### src/rtl/frag_rr_arb_if.sv
// frag_rr_arb_if: hit-lane input bundle and z-buffer output port of the fragment arbiter
interface frag_rr_arb_if #(
  parameter int SIGFIG = 24,
  parameter int AXIS = 3,
  parameter int COLORS = 3,
  parameter int LANES = 4
);
  localparam int LW = $clog2(LANES);
  logic signed [LANES-1:0][AXIS-1:0][SIGFIG-1:0] hit_R18S;
  logic [LANES-1:0][COLORS-1:0][SIGFIG-1:0] color_R18U;
  logic [LANES-1:0] hit_valid_R18H;
  logic [LANES-1:0] hit_ready_R18H;
  logic signed [AXIS-1:0][SIGFIG-1:0] hit_R19S;
  logic [COLORS-1:0][SIGFIG-1:0] color_R19U;
  logic [LW-1:0] lane_R19U;
  logic hit_valid_R19H;
  logic zb_ready_R19H;
  logic idle_RnnnnH;
  modport master (
    output hit_R18S, color_R18U, hit_valid_R18H, zb_ready_R19H,
    input hit_ready_R18H, hit_R19S, color_R19U, lane_R19U, hit_valid_R19H, idle_RnnnnH
  );
  modport slave (
    input hit_R18S, color_R18U, hit_valid_R18H, zb_ready_R19H,
    output hit_ready_R18H, hit_R19S, color_R19U, lane_R19U, hit_valid_R19H, idle_RnnnnH
  );
endinterface

### src/rtl/frag_rr_arb.sv
// frag_rr_arb: per-lane hit FIFOs drained round-robin into one registered z-buffer port.
// Defining FRAG_ARB_STATS_EN adds per-lane grant counters and a stall-cycle counter.
module frag_rr_arb #(
  parameter int SIGFIG = 24,
  parameter int AXIS = 3,
  parameter int COLORS = 3,
  parameter int LANES = 4,
  parameter int DEPTH = 4
) (
  input logic clk,
  input logic rst,
  frag_rr_arb_if.slave bus
`ifdef FRAG_ARB_STATS_EN
  ,
  output logic [LANES-1:0][31:0] grant_cnt_RnnnnU,
  output logic [31:0] stall_cnt_RnnnnU
`endif
);
  localparam int LW = $clog2(LANES);
  localparam int PW = $clog2(DEPTH);
  localparam int CW = PW + 1;
  localparam int HW = AXIS * SIGFIG;
  localparam int FW = (AXIS + COLORS) * SIGFIG;
  logic [FW-1:0] mem [LANES][DEPTH];
  logic [CW-1:0] cnt [LANES];
  logic [PW-1:0] wp [LANES];
  logic [PW-1:0] rp [LANES];
  logic [LANES-1:0] empty, push, pop;
  logic [LW-1:0] last, grant, lane_q;
  logic [FW-1:0] out_q;
  logic valid_q, load_en, found;
  for (genvar g = 0; g < LANES; g++) begin : g_lane
    assign empty[g] = cnt[g] == '0;
    assign bus.hit_ready_R18H[g] = cnt[g] != CW'(DEPTH);
  end
  assign push = bus.hit_valid_R18H & bus.hit_ready_R18H;
  assign load_en = !valid_q || bus.zb_ready_R19H;
  // search starts one past the last grant so every lane gets a turn
  always_comb begin
    found = 1'b0;
    grant = last;
    for (int k = 1; k <= LANES; k++)
      if (!found && !empty[(int'(last) + k) % LANES]) begin
        found = 1'b1;
        grant = LW'((int'(last) + k) % LANES);
      end
  end
  assign pop = (load_en && found) ? LANES'(1) << grant : '0;
  always_ff @(posedge clk or posedge rst)
    if (rst)
      for (int i = 0; i < LANES; i++) begin
        cnt[i] <= '0;
        wp[i] <= '0;
        rp[i] <= '0;
      end
    else
      for (int i = 0; i < LANES; i++) begin
        cnt[i] <= cnt[i] + CW'(push[i]) - CW'(pop[i]);
        if (push[i]) wp[i] <= wp[i] + 1'b1;
        if (pop[i]) rp[i] <= rp[i] + 1'b1;
      end
  always_ff @(posedge clk)
    for (int i = 0; i < LANES; i++)
      if (push[i]) mem[i][wp[i]] <= {bus.hit_R18S[i], bus.color_R18U[i]};
  always_ff @(posedge clk or posedge rst)
    if (rst) begin
      valid_q <= 1'b0;
      out_q <= '0;
      lane_q <= '0;
      last <= LW'(LANES - 1);
    end else if (load_en) begin
      valid_q <= found;
      if (found) begin
        out_q <= mem[grant][rp[grant]];
        lane_q <= grant;
        last <= grant;
      end
    end
  assign bus.hit_valid_R19H = valid_q;
  assign bus.lane_R19U = lane_q;
  assign bus.hit_R19S = out_q[FW-1 -: HW];
  assign bus.color_R19U = out_q[FW-HW-1:0];
  assign bus.idle_RnnnnH = &empty && !valid_q;
`ifdef FRAG_ARB_STATS_EN
  always_ff @(posedge clk or posedge rst)
    if (rst) begin
      grant_cnt_RnnnnU <= '0;
      stall_cnt_RnnnnU <= '0;
    end else begin
      if (valid_q && bus.zb_ready_R19H) grant_cnt_RnnnnU[lane_q] <= grant_cnt_RnnnnU[lane_q] + 32'd1;
      if (valid_q && !bus.zb_ready_R19H) stall_cnt_RnnnnU <= stall_cnt_RnnnnU + 32'd1;
    end
`endif
endmodule

### src/flat_wrapper.sv
// flat-port wrapper written by rule: the top's interface ports become plain ports
module frag_rr_arb_flat 
#(
  parameter int SIGFIG = 24,
  parameter int AXIS = 3,
  parameter int COLORS = 3,
  parameter int LANES = 4,
  parameter int DEPTH = 4
)
  (clk, rst, bus_hit_R18S, bus_color_R18U, bus_hit_valid_R18H, bus_zb_ready_R19H, bus_hit_ready_R18H, bus_hit_R19S, bus_color_R19U, bus_lane_R19U, bus_hit_valid_R19H, bus_idle_RnnnnH);
  frag_rr_arb_if #(.SIGFIG(SIGFIG), .AXIS(AXIS), .COLORS(COLORS), .LANES(LANES)) bus_i ();
  input logic clk;
  input logic rst;
  input wire logic [$bits(bus_i.hit_R18S)-1:0] bus_hit_R18S;
  input wire logic [$bits(bus_i.color_R18U)-1:0] bus_color_R18U;
  input wire logic [$bits(bus_i.hit_valid_R18H)-1:0] bus_hit_valid_R18H;
  input wire logic [$bits(bus_i.zb_ready_R19H)-1:0] bus_zb_ready_R19H;
  output wire logic [$bits(bus_i.hit_ready_R18H)-1:0] bus_hit_ready_R18H;
  output wire logic [$bits(bus_i.hit_R19S)-1:0] bus_hit_R19S;
  output wire logic [$bits(bus_i.color_R19U)-1:0] bus_color_R19U;
  output wire logic [$bits(bus_i.lane_R19U)-1:0] bus_lane_R19U;
  output wire logic [$bits(bus_i.hit_valid_R19H)-1:0] bus_hit_valid_R19H;
  output wire logic [$bits(bus_i.idle_RnnnnH)-1:0] bus_idle_RnnnnH;
  assign bus_i.hit_R18S = bus_hit_R18S;
  assign bus_i.color_R18U = bus_color_R18U;
  assign bus_i.hit_valid_R18H = bus_hit_valid_R18H;
  assign bus_i.zb_ready_R19H = bus_zb_ready_R19H;
  assign bus_hit_ready_R18H = bus_i.hit_ready_R18H;
  assign bus_hit_R19S = bus_i.hit_R19S;
  assign bus_color_R19U = bus_i.color_R19U;
  assign bus_lane_R19U = bus_i.lane_R19U;
  assign bus_hit_valid_R19H = bus_i.hit_valid_R19H;
  assign bus_idle_RnnnnH = bus_i.idle_RnnnnH;
  frag_rr_arb #(.SIGFIG(SIGFIG), .AXIS(AXIS), .COLORS(COLORS), .LANES(LANES), .DEPTH(DEPTH)) u_core (.clk(clk), .rst(rst), .bus(bus_i));
endmodule
### config.mk
export PLATFORM = sky130hd
export DESIGN_NAME = frag_rr_arb_flat
export DESIGN_NICKNAME = d
export VERILOG_FILES = /design/src/rtl/frag_rr_arb_if.sv /design/src/rtl/frag_rr_arb.sv /design/src/flat_wrapper.sv
export SDC_FILE = /design/constraint.sdc
export NUM_CORES = 2
export LEC_CHECK = 0
export CORE_MARGIN = 2
export CORE_UTILIZATION = 59
export CTS_CLUSTER_DIAMETER = 30
export DETAILED_ROUTE_END_ITERATION = 8
export GPL_ROUTABILITY_DRIVEN = 0
export PLACE_DENSITY = 0.8
export SLEW_MARGIN = 20
export SYNTH_ARGS = -nofsm -noshare
export SYNTH_HDL_FRONTEND = slang
export SYNTH_SLANG_ARGS = --single-unit
export TNS_END_PERCENT = 30
### constraint.sdc
create_clock -name clk -period 6.2 [get_ports clk]
set_input_delay 0.93 -clock clk [delete_from_list [all_inputs] [get_ports clk]]
set_output_delay 0.93 -clock clk [all_outputs]
set_load 0.01 [all_outputs]
; Yosys cells after proc, flatten, opt, wreduce, memory -nomap -nowiden
; Memories as Yosys holds them, arrays and structs flattened.
; Cells that the tools add are included.
[totals]
inputBits = 583
wordCells = 136
mem_bits_rw = 2304
ff_bits = 177
latch_bits = 0
rom_bits = 0
memories = 1
out_inout_bits = 152
[mem_list]
columns = name, depth, width, read_ports, rd_ports_with_merged_regs, write_ports, line_no
row1 = u_core.mem, 4, 576, 1, 0, 4, frag_rr_arb.sv:24  ; logic [FW-1:0] mem [LANES][DEPTH];
[classes]
shift = 1
mul = 0
div_mod_pow = 0
n_eq_ne = 4
bitwise = 11
reduce_logical = 26
order_cmp = 14
addsub = 20
mux = 43
[ops]
columns = operator, n
row1 = 2-to-1 mux 576 bit, 4
row2 = demux 144 bit (select 2 bit), 4
row3 = 2-to-1 mux 144 bit, 6
row4 = binary-select mux 144 bit (select 2 bit), 1
row5 = adder 2 x 1 -> 2 bit (second input constant), 10
row6 = >= comparator 3 bit (second input constant), 6
row7 = NOT 2 -> 3 bit, 6
row8 = < comparator 3 x 4 -> 1 bit (second input constant), 4
row9 = 2-to-1 mux 1 bit, 16
row10 = adder 3 x 1 -> 3 bit, 4
row11 = zero test 3 bit, 4
row12 = < comparator 3 x 1 -> 1 bit (second input constant), 4
row13 = 2-to-1 mux 2 bit, 6
row14 = inequality test 3 bit (second input constant), 4
row15 = subtractor 3 x 1 -> 3 bit, 4
row16 = logical AND 1 bit, 9
row17 = binary-select mux 1 bit (select 2 bit), 4
row18 = OR reduction 2 bit, 4
row19 = zero test 1 bit, 6
row20 = adder 2 bit (second input constant), 2
row21 = bitwise AND 1 bit (first input constant), 4
row22 = bitwise AND 4 bit, 1
row23 = binary-select mux 2 bit (select 2 bit), 1
row24 = 2-to-1 mux 4 bit, 1
row25 = other kinds (4), 4

; Depth between registers and ports, before layout
[depth]
depth_word = 23
ltp_mapped = 16
ltp_nobuf = 12

; Worst setup path after synthesis
; OpenSTA, ideal clock, no wires.
[synth_timing]
kind = input to register
start = input bus_hit_valid_R18H[0]
end = memory u_core.mem[0][288] (netlist name), enable pin
cell_stages = 1
n_path_buf = 0
arrival_time_ns = 4.287
setup_ns = 0.521
setup_slack_ns = 1.391
path_cell_list = and3_1
[synth_lines]
columns = item, line_no
row1 = from (decl), flat_wrapper.sv:16  ; input wire logic [$bits(bus_i.hit_valid_R18H)-1:0] bus_hit_valid_R18H;
row2 = to (decl), frag_rr_arb.sv:24

; Worst setup path after layout
[layout_timing]
start = register u_core.cnt[1] (netlist name)
end = register u_core.out_q[113]
[layout_between]
elab_chain_cells = 21
word_cells_on_any_way = 39
classes_between = 26 x mux / 2 x bitwise / 10 x reduce/logical / 1 x memory
[layout_lines]
columns = item, line_no
row1 = from (decl), frag_rr_arb.sv:25  ; logic [CW-1:0] cnt [LANES];
row2 = "from (signal, indexed assignment)", frag_rr_arb.sv:58  ; cnt[i] <= cnt[i] + CW'(push[i]) - CW'(pop[i]);
row3 = zero test 3 bit *, frag_rr_arb.sv:33  ; assign empty[g] = cnt[g] == '0;
row4 = binary-select mux 1 bit (select 2 bit), frag_rr_arb.sv:43  ; if (!found && !empty[(int'(last) + k) % LANES]) begin
row5 = 2-to-1 mux 1 bit (not written as such) (2 in a row), frag_rr_arb.sv:43
row6 = zero test 1 bit, frag_rr_arb.sv:43
row7 = logical AND 1 bit, frag_rr_arb.sv:43
row8 = 2-to-1 mux 1 bit, frag_rr_arb.sv:43
row9 = zero test 1 bit, frag_rr_arb.sv:43
row10 = logical AND 1 bit, frag_rr_arb.sv:43
row11 = [... 2 more ...], -
row12 = logical AND 1 bit, frag_rr_arb.sv:43
row13 = 2-to-1 mux 2 bit, frag_rr_arb.sv:43
row14 = NOT 2 -> 3 bit (not written as such), frag_rr_arb.sv:74  ; out_q <= mem[grant][rp[grant]];
row15 = binary-select mux 2 bit (select 2 bit), frag_rr_arb.sv:74
row16 = 2-to-1 mux 2 bit (not written as such) (2 in a row), frag_rr_arb.sv:74
row17 = NOT 2 -> 3 bit (not written as such), frag_rr_arb.sv:74
row18 = binary-select mux 144 bit (select 2 bit), frag_rr_arb.sv:74
row19 = 2-to-1 mux 144 bit (not written as such) (2 in a row), frag_rr_arb.sv:74
row20 = to (signal assigned), frag_rr_arb.sv:74
row21 = to (decl), frag_rr_arb.sv:30  ; logic [FW-1:0] out_q;
; Mark *: on every way between the ends. The rest lies on a longest branch, timed or not. The select of a mux whose other input is x is not followed.
; A chain may end at the register's enable or synchronous reset.

==> impl_metrics.py <==
metrics = {
    "sta": {
        "period_share": 0.813,
        "holdWs_ps": 479,
        "fmaxAchievable_ghz": 0.198,
        "final.setup.tns_ps": 0,
        "finalHoldViolations": 0,
        "fin_skew_ps": 85.4,
        "rsz0062_at_grt": "no",
        "drv_slew": 0,
        "slew_headroom": 0.0768,
        "tightestPinTransition_ps": 1380,
        "layout_min_cycle_time_ps": 5040,
        "setup_viol": 0,
    },
    "cells_and_area": {
        "syn_to_final_growth_pct": 25.0,
        "fin_cells": 9548,
        "finalNetCount": 7328,
        "layout-drive-gt1-share": 0.155,
        "stdcell_area_um2": 128000,
    },
    "route": {
        "drc_errors": 0,
        "drt-initial-drc-count": 13093,
        "drtPass1Iterations": 9,
        "wirelength_mm": 345,
        "ant_nets": 0,
        "vias": 69628,
        "wl_per_cell_um": 36.1,
        "vias_per_cell": 7.29,
    },
    "clocking": {
        "tritoncts": "done",
        "cts.htree.levels": 5,
        "root_buffer": "clkbuf_16",
        "cts_setup_buffers": 0,
        "hold_buffers": 0,
        "cts_buffers": 465,
        "cts_resized": 0,
        "cts_buffer_depth": 4,
        "clkTransAtPathRegs_ps": 50,
        "cts.sinks": 2481,
        "clk_latency_ps": 1010,
    },
    "worst_setup_path": {
        "ff2ff_setup_slack_ps": 1160,
        "critPathLaunchType": "flip-flop",
        "reg2reg_to": "u_core.out_q[113]",
        "crit_arrival_ps": 5920,
        "crit_required_ps": 7080,
        "r2r_start": "u_core.cnt[1]",
        "worstRegToRegCells": 9,
        "crit_fanout": 125,
        "endpoint_kind": "flip-flop",
        "crit_type": "reg2reg",
    },
    "hold_path": {
        "holdCritStartpoint": "u_core.rp[3]",
        "hold_path_class": "reg2reg",
        "whs_endpoint": "u_core.rp[3]",
        "min_path_cells": 1,
    },
    "floorplan": {
        "initial_core_util": 0.592,
        "die_w_um": 421,
        "fp.coreArea_um2": 173000,
        "rows": 153,
        "die_h_um": 421,
        "ios": 735,
        "dieArea_um2": 177000,
    },
    "synth": {
        "netlist_top_cells_area": "edfxtp_1, mux2i_1, o31a_1",
        "ys_types": 59,
        "synth-seq-cells": 2481,
        "synth_top_cell_area_share": 0.675,
        "yosys_warnings": 0,
        "ys_async_sr_fraction": 0.0713,
        "synth_top_cell_by_area": "edfxtp_1",
        "syn_area_per_cell_um2": 17.1,
        "syn_nets": 6620,
        "ys.flop_type": "edfxtp_1",
        "synth.yosys.seq_area_share": 0.718,
        "syn_inst": 6009,
        "syn_area_um2": 103000,
        "synth_edf_count": 2304,
    },
    "power_and_ir_drop": {
        "power_density_nw_per_um2": 678,
        "ir_drop_mv": 1.29,
        "static-leakage-power_nw": 44.4,
    },
    "place": {
        "dp_cells": 8572,
        "io_buffer_count": 734,
        "place_area_um2": 112000,
        "hpwlAfterDp_mm": 169,
    },
    "global_routing": {
        "grt_pass1_wl_mm": 486,
        "grt_pass1_vias": 70681,
        "antenna_found_initial": 147,
        "grt_overflow": 0,
        "track_usage": 0.381,
        "grt_max_degree": 182,
    },
    "outcome": {
        "status": "complete, no violations",
    },
    "run": {
        "max-cap-violations": 0,
    },
}
[cells in the mapped netlist (12+ instances only)]
| master | count |
|---|---|
| edfxtp_1 | 2304 |
| mux2i_1 | 864 |
| o31a_1 | 578 |
| clkbuf_1 | 418 |
| a221oi_1 | 289 |
| a2111oi_0 | 288 |
| dfrtp_1 | 175 |
| buf_2 | 151 |
| o22ai_1 | 145 |
| a21o_1 | 144 |
| o211ai_1 | 144 |
| mux2_2 | 87 |
| o221a_2 | 83 |
| o221a_1 | 61 |
| mux2_1 | 57 |
| buf_1 | 29 |
| inv_1 | 26 |
| ha_1 | 24 |
| and3_1 | 18 |
| xnor2_1 | 15 |
| nor2_1 | 12 |
[flip-flops by register name (all words and copies together), names as in the netlist]
name and cells:
u_core.cnt 12, u_core.bus.hit_valid_R19H 1, u_core.bus.lane_R19U 2, u_core.wp 8, u_core.last 2, u_core.mem 2304, u_core.out_q 144, u_core.rp 8
[where the power goes]
group | switching (mW) | leakage (nW) | internal, mW
logic | 23.5 | 13.7 | 14.1
registers | 1.35 | 23.1 | 22.4
clock network | 8.71 | 7.63 | 16.8
total | 33.5 | 44.4 | 53.3
[logic make-up after synthesis]
logic type               Yosys count  synth area share
flip-flops                      2481             0.718
AO/OA/AOI/OAI                   1758             0.146
multiplexers                    1008             0.100
buffers and inverters            634            0.0255
AND/OR/NAND/NOR                   80           0.00458
adder cells (fa/ha/maj)           28           0.00371
XOR/XNOR                          20           0.00171
[cell usage in the layout, fill, tap and decap left out, types with 6 or more instances in the layout]
master / count
clkinv_4: 35
edfxtp_1: 2304
clkinv_2: 76
clkinv_1: 30
a21o_1: 144
clkbuf_16: 470
dfrtp_1: 175
and3_4: 16
a2111oi_0: 288
mux2i_1: 864
mux2_1: 57
o22ai_1: 145
clkbuf_8: 20
o211ai_1: 144
clkinvlp_4: 63
a221oi_1: 289
xnor2_1: 15
ha_1: 24
o21ai_0: 6
clkdlybuf4s50_1: 734
buf_4: 63
diode_2: 119
o31a_1: 578
nor2_1: 12
clkbuf_1: 51
mux2_2: 87
inv_1: 25
o221a_2: 83
inv_6: 36
nand3_1: 9
bufinv_16: 65
buf_12: 47
nand2_1: 9
o221a_1: 61
[per-layer routing]
layer,vias up,GRT usage,part of all wire
met5,-,0,0.0014
met4,78,0.270,0.065
met3,1302,0.111,0.13
met2,6857,0.578,0.46
met1,34279,0.470,0.34
li1,27112,-,-
[per-stage QoR]
| step | setup slack (ps) | power (mW) | util |
|---|---|---|---|
| finish | 1160 | 86.8 | 0.740 |
| global route | 1010 | 89.0 | 0.740 |
| CTS | 1250 | 85.7 | 0.738 |
| detailed placement | 1310 | 59.6 | 0.646 |
| global placement | 1500 | 58.3 | 0.646 |
| floorplan | 471 | 48.2 | - |
[layout make-up]
type | count | area [um2]
Multi-Input combinational cell | 2894 | 26500
Clock buffer | 541 | 12200
Timing Repair Buffer | 849 | 8880
Sequential cell | 2481 | 73600
Fill cell | 9536 | 45100
Clock inverter | 313 | 3650
Tap cell | 2325 | 2910
Antenna cell | 119 | 298
Inverter | 26 | 105
[worst max path at each step]
stage                         from                        end  slack (ps)  cells past startpoint
detailed placement  u_core.last[0]           u_core.out_q[69]        1310                      9
CTS                 u_core.last[0]          u_core.out_q[113]        1250                      9
global placement    u_core.last[0]           u_core.out_q[69]        1500                      9
global route        u_core.last[0]          u_core.out_q[125]        1010                      9
finish               u_core.cnt[1]          u_core.out_q[113]        1160                      9
floorplan                      rst  u_core.bus.hit_valid_R19H         470                      1
[critical path, stage by stage (launching register included)]
cell      delay [ps]
dfrtp_1          400
or3_1            460
nor2_1           310
o32a_2           890
buf_12           500
buf_4            970
a221oi_1         350
o211ai_1         300
a21o_1           150
o221a_1          170
Note: power is estimated with default switching activity, not from simulation.
